$ cat config.mk
export PLATFORM = sky130hd
export DESIGN_NAME = usb2_crc_engine
export DESIGN_NICKNAME = d
export VERILOG_FILES = /design/src/rtl/usb2_crc_engine.sv
export SDC_FILE = /design/constraint.sdc
export NUM_CORES = 1
export LEC_CHECK = 0
export CAP_MARGIN = 40
export CORE_UTILIZATION = 51
export DETAILED_ROUTE_END_ITERATION = 6
export HOLD_SLACK_MARGIN = 0.02
export PLACE_DENSITY = 0.83
export SLEW_MARGIN = 20
export SYNTH_ARGS = -nofsm -noshare
export SYNTH_HDL_FRONTEND = slang
export SYNTH_SLANG_ARGS = --single-unit
$ cat constraint.sdc
create_clock -name clk -period 5.8 [get_ports clk]
set_input_delay 1.45 -clock clk [delete_from_list [all_inputs] [get_ports clk]]
set_output_delay 1.45 -clock clk [all_outputs]
set_load 0.01 [all_outputs]
$ cat src/rtl/usb2_crc_engine.sv
// USB 2.0 CRC5/CRC16 engine: one byte folded per clock, in_ready low while a beat's lanes drain; result 2 cycles after token accept, 1 after final fold.
// Optional receive residual check (crc_ok) is compiled in with USB2_CRC_CHECK_EN; otherwise crc_ok is tied low.
module usb2_crc_engine #(
   parameter int DATA_BYTES = 4
) (
   input  logic                    clk,
   input  logic                    reset_n,
   input  logic                    clear,
   input  logic                    tok_valid,
   input  logic [10:0]             tok_data,
   input  logic                    in_valid,
   output logic                    in_ready,
   input  logic [8*DATA_BYTES-1:0] in_data,
   input  logic [DATA_BYTES-1:0]   in_be,
   input  logic                    in_last,
   output logic                    crc_valid,
   output logic                    crc_mode,
   output logic [15:0]             crc_out,
   output logic                    crc_ok
);

   localparam int LW = (DATA_BYTES > 1) ? $clog2(DATA_BYTES) : 1;

   typedef enum logic [1:0] {IDLE, TOKEN, DATA, DONE} state_t;

   function automatic logic [15:0] crc16_byte(input logic [15:0] c, input logic [7:0] b);
      logic [15:0] r;
      r = c;
      for (int i = 0; i < 8; i++) begin
         if (b[i] ^ r[15]) r = {r[14:0], 1'b0} ^ 16'h8005;
         else              r = {r[14:0], 1'b0};
      end
      return r;
   endfunction

   function automatic logic [4:0] crc5_step(input logic [4:0] c, input logic b);
      if (b ^ c[4]) return {c[3:0], 1'b0} ^ 5'h05;
      else          return {c[3:0], 1'b0};
   endfunction

   function automatic logic [4:0] crc5_tok(input logic [10:0] t);
      logic [4:0] r;
      r = 5'h1F;
      for (int i = 0; i < 11; i++) r = crc5_step(r, t[i]);
      return r;
   endfunction

   // Complement and reverse so that bit 0 of the result is the first bit on the wire.
   function automatic logic [15:0] tx16(input logic [15:0] c);
      logic [15:0] r;
      for (int i = 0; i < 16; i++) r[i] = ~c[15-i];
      return r;
   endfunction

   function automatic logic [4:0] tx5(input logic [4:0] c);
      logic [4:0] r;
      for (int i = 0; i < 5; i++) r[i] = ~c[4-i];
      return r;
   endfunction

   state_t                  state_q, state_d;
   logic [15:0]             crc_q, crc_d;
   logic [10:0]             tok_q, tok_d;
   logic [8*DATA_BYTES-1:0] buf_q, buf_d;
   logic [DATA_BYTES-1:0]   be_q, be_d;
   logic                    last_q, last_d;
   logic [LW-1:0]           lane_q, lane_d;
   logic                    full_q, full_d;
   logic                    rdy_q;
   logic [15:0]             out_q, out_d;
   logic                    mode_q, mode_d;
   logic                    take_beat;
   logic [7:0]              cur_byte;
   logic [DATA_BYTES:0]     be_rest;
   logic                    final_lane;
   logic [15:0]             crc_fold;
   logic [4:0]              c5;

`ifdef USB2_CRC_CHECK_EN
   logic [4:0]              chk_q, chk_d;
   logic                    ok_q, ok_d;
   logic [4:0]              c5_res;

   always_comb begin
      c5_res = c5;
      for (int i = 0; i < 5; i++) c5_res = crc5_step(c5_res, chk_q[i]);
   end
`endif

   assign cur_byte   = 8'(buf_q >> {lane_q, 3'b000});
   assign be_rest    = {1'b0, be_q} >> lane_q;
   assign final_lane = ~be_rest[1];
   assign crc_fold   = crc16_byte(crc_q, cur_byte);
   assign c5         = crc5_tok(tok_q);

   always_comb begin
      state_d   = state_q;
      crc_d     = crc_q;
      tok_d     = tok_q;
      buf_d     = buf_q;
      be_d      = be_q;
      last_d    = last_q;
      lane_d    = lane_q;
      full_d    = full_q;
      out_d     = out_q;
      mode_d    = mode_q;
`ifdef USB2_CRC_CHECK_EN
      chk_d     = chk_q;
      ok_d      = ok_q;
`endif
      in_ready  = 1'b0;
      crc_valid = 1'b0;
      take_beat = 1'b0;

      case (state_q)
         IDLE: begin
            in_ready = rdy_q;
            if (rdy_q && tok_valid) begin
               state_d = TOKEN;
               tok_d   = tok_data;
`ifdef USB2_CRC_CHECK_EN
               chk_d   = in_data[4:0];
`endif
            end else if (rdy_q && in_valid) begin
               take_beat = 1'b1;
               crc_d     = 16'hFFFF;
               if (in_be == '0) begin
                  state_d = DONE;
                  out_d   = 16'h0000;
                  mode_d  = 1'b1;
`ifdef USB2_CRC_CHECK_EN
                  ok_d    = 1'b0;
`endif
               end else begin
                  state_d = DATA;
               end
            end
         end
         TOKEN: begin
            state_d = DONE;
            out_d   = {11'h000, tx5(c5)};
            mode_d  = 1'b0;
`ifdef USB2_CRC_CHECK_EN
            ok_d    = (c5_res == 5'b01100);
`endif
         end
         DATA: begin
            if (!full_q) begin
               // Mid-packet gap: waiting for the next beat with the running CRC kept.
               in_ready  = 1'b1;
               take_beat = in_valid;
            end else begin
               crc_d = crc_fold;
               if (!final_lane) begin
                  lane_d = lane_q + 1'b1;
               end else if (last_q) begin
                  state_d = DONE;
                  full_d  = 1'b0;
                  out_d   = tx16(crc_fold);
                  mode_d  = 1'b1;
`ifdef USB2_CRC_CHECK_EN
                  ok_d    = (crc_fold == 16'h800D);
`endif
               end else begin
                  in_ready  = 1'b1;
                  take_beat = in_valid;
                  full_d    = 1'b0;
               end
            end
         end
         DONE: begin
            crc_valid = 1'b1;
            state_d   = IDLE;
         end
         default: state_d = IDLE;
      endcase

      if (take_beat) begin
         buf_d  = in_data;
         be_d   = in_be;
         last_d = in_last;
         lane_d = '0;
         full_d = |in_be;
      end

      // Abort: drop the packet but keep the last reported result.
      if (clear) begin
         state_d = IDLE;
         crc_d   = 16'hFFFF;
         buf_d   = '0;
         be_d    = '0;
         last_d  = 1'b0;
         lane_d  = '0;
         full_d  = 1'b0;
         out_d   = out_q;
         mode_d  = mode_q;
`ifdef USB2_CRC_CHECK_EN
         ok_d    = ok_q;
`endif
      end
   end

   always_ff @(posedge clk or negedge reset_n) begin
      if (!reset_n) begin
         state_q <= IDLE;
         crc_q   <= 16'hFFFF;
         tok_q   <= '0;
         buf_q   <= '0;
         be_q    <= '0;
         last_q  <= 1'b0;
         lane_q  <= '0;
         full_q  <= 1'b0;
         rdy_q   <= 1'b0;
         out_q   <= 16'h0000;
         mode_q  <= 1'b0;
`ifdef USB2_CRC_CHECK_EN
         chk_q   <= '0;
         ok_q    <= 1'b0;
`endif
      end else begin
         state_q <= state_d;
         crc_q   <= crc_d;
         tok_q   <= tok_d;
         buf_q   <= buf_d;
         be_q    <= be_d;
         last_q  <= last_d;
         lane_q  <= lane_d;
         full_q  <= full_d;
         rdy_q   <= 1'b1;
         out_q   <= out_d;
         mode_q  <= mode_d;
`ifdef USB2_CRC_CHECK_EN
         chk_q   <= chk_d;
         ok_q    <= ok_d;
`endif
      end
   end

   assign crc_out  = out_q;
   assign crc_mode = mode_q;
`ifdef USB2_CRC_CHECK_EN
   assign crc_ok   = ok_q;
`else
   assign crc_ok   = 1'b0;
`endif

endmodule

==> run_results.csv <==
group,metric,value,unit
floorplan,pin_count,73,
clock_tree,hold_buffers,0,
critical_path,r2r_end,"crc_out[0]$_DFFE_PN0P_",
global_route,grt-ovfl-total,0,
synth,synth_edf_count,0,
critical_path,regToRegSetupSlack,2.65,ns
critical_path,cp_slowest_cell,"dfrtp_1",
detailed_routing,drt-initial-drc-count,124,
place,place_congestion,0.8109,
detailed_routing,met2_length,4009,um
cells_and_area,area.growth.synth_to_final,23.91,%
pwr,peakVddDrop,202.3,uV
synth,syn_avg_cell_area,12.09,um2
place,place_area,0.004975,mm2
pwr,power.density,458.8,mW/mm2
critical_path,required,4.35,ns
worst_hold_path,hold_class,"flop to flop",
global_route,grt_util_all_layers,0.2164,
floorplan,start_util,0.5343,
cells_and_area,fill_cells,597,
clock_tree,cts_max_level,3,
cells_and_area,stdcell_area,0.005169,mm2
clock_tree,cts_buffer_depth,2,
detailed_routing,wl_met1,3704,um
floorplan,die_w,92.44,um
synth,synthDistinctLibCells,41,
detailed_routing,num_vias,2818,
sta,relSlewSlack,0.3624,
synth,ys_seq_area_frac,0.5207,
clock_tree,post_cts_resized,0,
sta,period_minus_slack,4.038,ns
cells_and_area,post-route-util,0.6620,
floorplan,die_h,92.44,um
worst_hold_path,min_path_cells,2,
synth,synthCells,345,
floorplan,fp-row-count,32,
clock_tree,tritoncts,"built",
worst_hold_path,worstHoldStart,"crc_out[5]$_DFFE_PN0P_",
clock_tree,clkTransAtPathRegs,0.09,ns
global_route,antenna_found_initial,0,
sta,rsz0062_at_grt,"false",
synth,synthArstFlopShare,1.000,
critical_path,rr_startpoint,"lane_q[0]$_DFFE_PN0P_",
global_route,grt_first_pass_wirelength,14260,um
detailed_routing,drt_wl_total,8173,um
sta,fin_tns_setup,0,ns
detailed_routing,wl_met3,354,um
synth,synth-main-ff-cell,"dfrtp_1",
cells_and_area,drive_gt1_frac,0.1394,
detailed_routing,top_layer_used,"met4",
detailed_routing,ant_nets,0,
sta,max_freq,247.7,MHz
status,outcome,"completed",
sta,hold_viol,0,
floorplan,core-area,0.007807,mm2
synth,synthesis.nets,403,
sta,fin_worst_skew,0.009308,ns
clock_tree,cts_buffers,9,
critical_path,worstPathCellList,"mux2i_1, o21ai_0, o21ai_0, a22o_1, clkdlybuf4s50_1",
critical_path,path_buf_inv,1,
global_route,first_global_vias,2942,
pwr,p_leak,2.333,nW
sta,worstMarginPinSlew,0.9565,ns
critical_path,worstRegToRegCells,6,
detailed_routing,wl_per_cell,15.78,um
clock_tree,post_cts_buffers,0,
critical_path,crit_start,"lane_q[1]$_DFFE_PN0P_",
worst_hold_path,whs_endpoint,"crc_out[5]$_DFFE_PN0P_",
critical_path,critPathMaxFanout,11,
critical_path,cp-end-kind,"output pin",
critical_path,cp.arrival,2.59,ns
flow_run,maxCapViolations,0,
critical_path,cp_top_family,"compound AO/OA/AOI/OAI gates",
sta,report.final.setup_viol,0,
clock_tree,cts_root_buf,"clkbuf_8",
cells_and_area,fin_nets,469,
place,dp_hpwl,6013,um
critical_path,setup.worst_path.class,"flop to output pin",
detailed_routing,first_pass_iters,4,
clock_tree,clkSinkCount,86,
cells_and_area,num_antenna_cells,0,
critical_path,cpPeakStageDelay,0.64,ns
global_route,grt_max_degree,54,
floorplan,dieArea,0.008545,mm2
cells_and_area,final_cell_mix,"dfrtp_1, clkdlybuf4s50_1, nor2_1",
sta,fin_crit_sh,0.6961,
clock_tree,clk_latency,0.35,ns
detailed_routing,drcViolationCount,0,
sta,final-max-slew-violation-count,0,
synth,yosysWarnings,0,
place,portBuffers,71,
synth,synth_seq_cells,86,
detailed_routing,viasPerCell,5.440,
critical_path,cpMostUsedCell,"o21ai_0",
critical_path,start_kind,"flop",
synth,syn_area,0.004172,mm2
==> worst max-delay path by stage <==
stage / end / slack (ns) / cells after the start
6_report: in_ready / 1.76 / 5
4_1_cts: in_ready / 1.73 / 4
5_1_grt: in_ready / 1.60 / 4
2_1_floorplan: crc_out[8]$_DFFE_PN0P_ / 2.86 / 5
3_5_place_dp: crc_out[0]$_DFFE_PN0P_ / 1.66 / 6
3_3_place_gp: crc_out[0]$_DFFE_PN0P_ / 1.72 / 6
==> through the flow <==
step	hold slack, ns	std cells	setup WS, ns	total power, mW
2_1_floorplan	0.4806	345	2.855	1.654
3_3_place_gp	0.4676	501	1.718	1.934
3_5_place_dp	0.4737	502	1.659	1.970
4_1_cts	0.4938	518	1.726	2.388
5_1_grt	0.5208	518	1.598	2.531
6_report	0.4860	518	1.762	2.372
==> flip-flops by register name (all words and copies together), names as in the netlist <==
register / cells
be_q: 3
buf_q: 32
crc_mode: 1
crc_out: 16
crc_q: 16
full_q: 1
lane_q: 2
last_q: 1
rdy_q: 1
state_q: 2
tok_q: 11
==> kinds of logic after synthesis <==
| logic type | Yosys count | share of synthesized area |
|---|---|---|
| muxes | 58 | 0.1719 |
| and+or+nand+nor | 80 | 0.08218 |
| adders and majority gates | 5 | 0.01500 |
| other | 2 | 0.001800 |
| DFF | 86 | 0.5207 |
| buffers and inverters | 22 | 0.02519 |
| AOI/OAI and AO/OA | 52 | 0.08668 |
| xor gates and xnor gates | 40 | 0.09658 |
==> cell usage after synthesis (2+ instances only) <==
master     number  area (um2)
a21oi_1         5       25.02
a22o_1          5       43.79
a2bb2oi_1       4       35.03
a31oi_1         2       12.51
buf_2           3       15.01
buf_6           2       22.52
clkbuf_1       13       48.80
conb_1          2       7.510
dfrtp_1        70        1752
dfstp_2        16       420.4
ha_1            5       62.56
inv_1           3       11.26
mux2_2         11       123.9
mux2i_1        39       390.4
mux4_1          6       157.7
mux4_2          2       45.04
nand2_1        16       60.06
nand3_1         5       25.02
nand3b_1        2       15.01
nor2_1         47       176.4
nor3b_1         3       22.52
o21ai_0        18       90.09
o22a_1         11       96.34
or2_2           3       18.77
xnor2_1        26       227.7
xnor2_2         3       48.80
xor2_1          9       78.83
==> area by class of cell <==
type                    instances  area [um2]  area share
well taps                     102       127.6     0.02469
inverters                       3       11.26    0.002179
flip-flops and latches         86        2172      0.4202
clock buffers                  12       165.2     0.03195
multi-input cells             237        1913      0.3701
clock inverters                 4       28.78    0.005568
repair buffers                 74       750.7      0.1452
==> worst min-delay path, stage by stage, from the launching register on <==
cell and delay, ns:
dfrtp_1 0.35, nand2_1 0.05, o31ai_1 0.05
==> routing by layer <==
layer / up-vias / GRT usage
met2: 79 / 0.3414
met3: 12 / 0.03859
li1: 1347 / -
met4: 0 / 0.09245
met1: 1380 / 0.2952
met5: - / 0
==> where the power goes <==
| part | leakage, nW | internal [mW] | switching (mW) | total [mW] |
|---|---|---|---|---|
| registers | 1.10 | 0.756 | 0.101 | 0.856 |
| logic | 1.13 | 0.563 | 0.546 | 1.11 |
| clock network | 0.0950 | 0.192 | 0.214 | 0.406 |
Note: power is estimated with default switching activity, not from simulation.
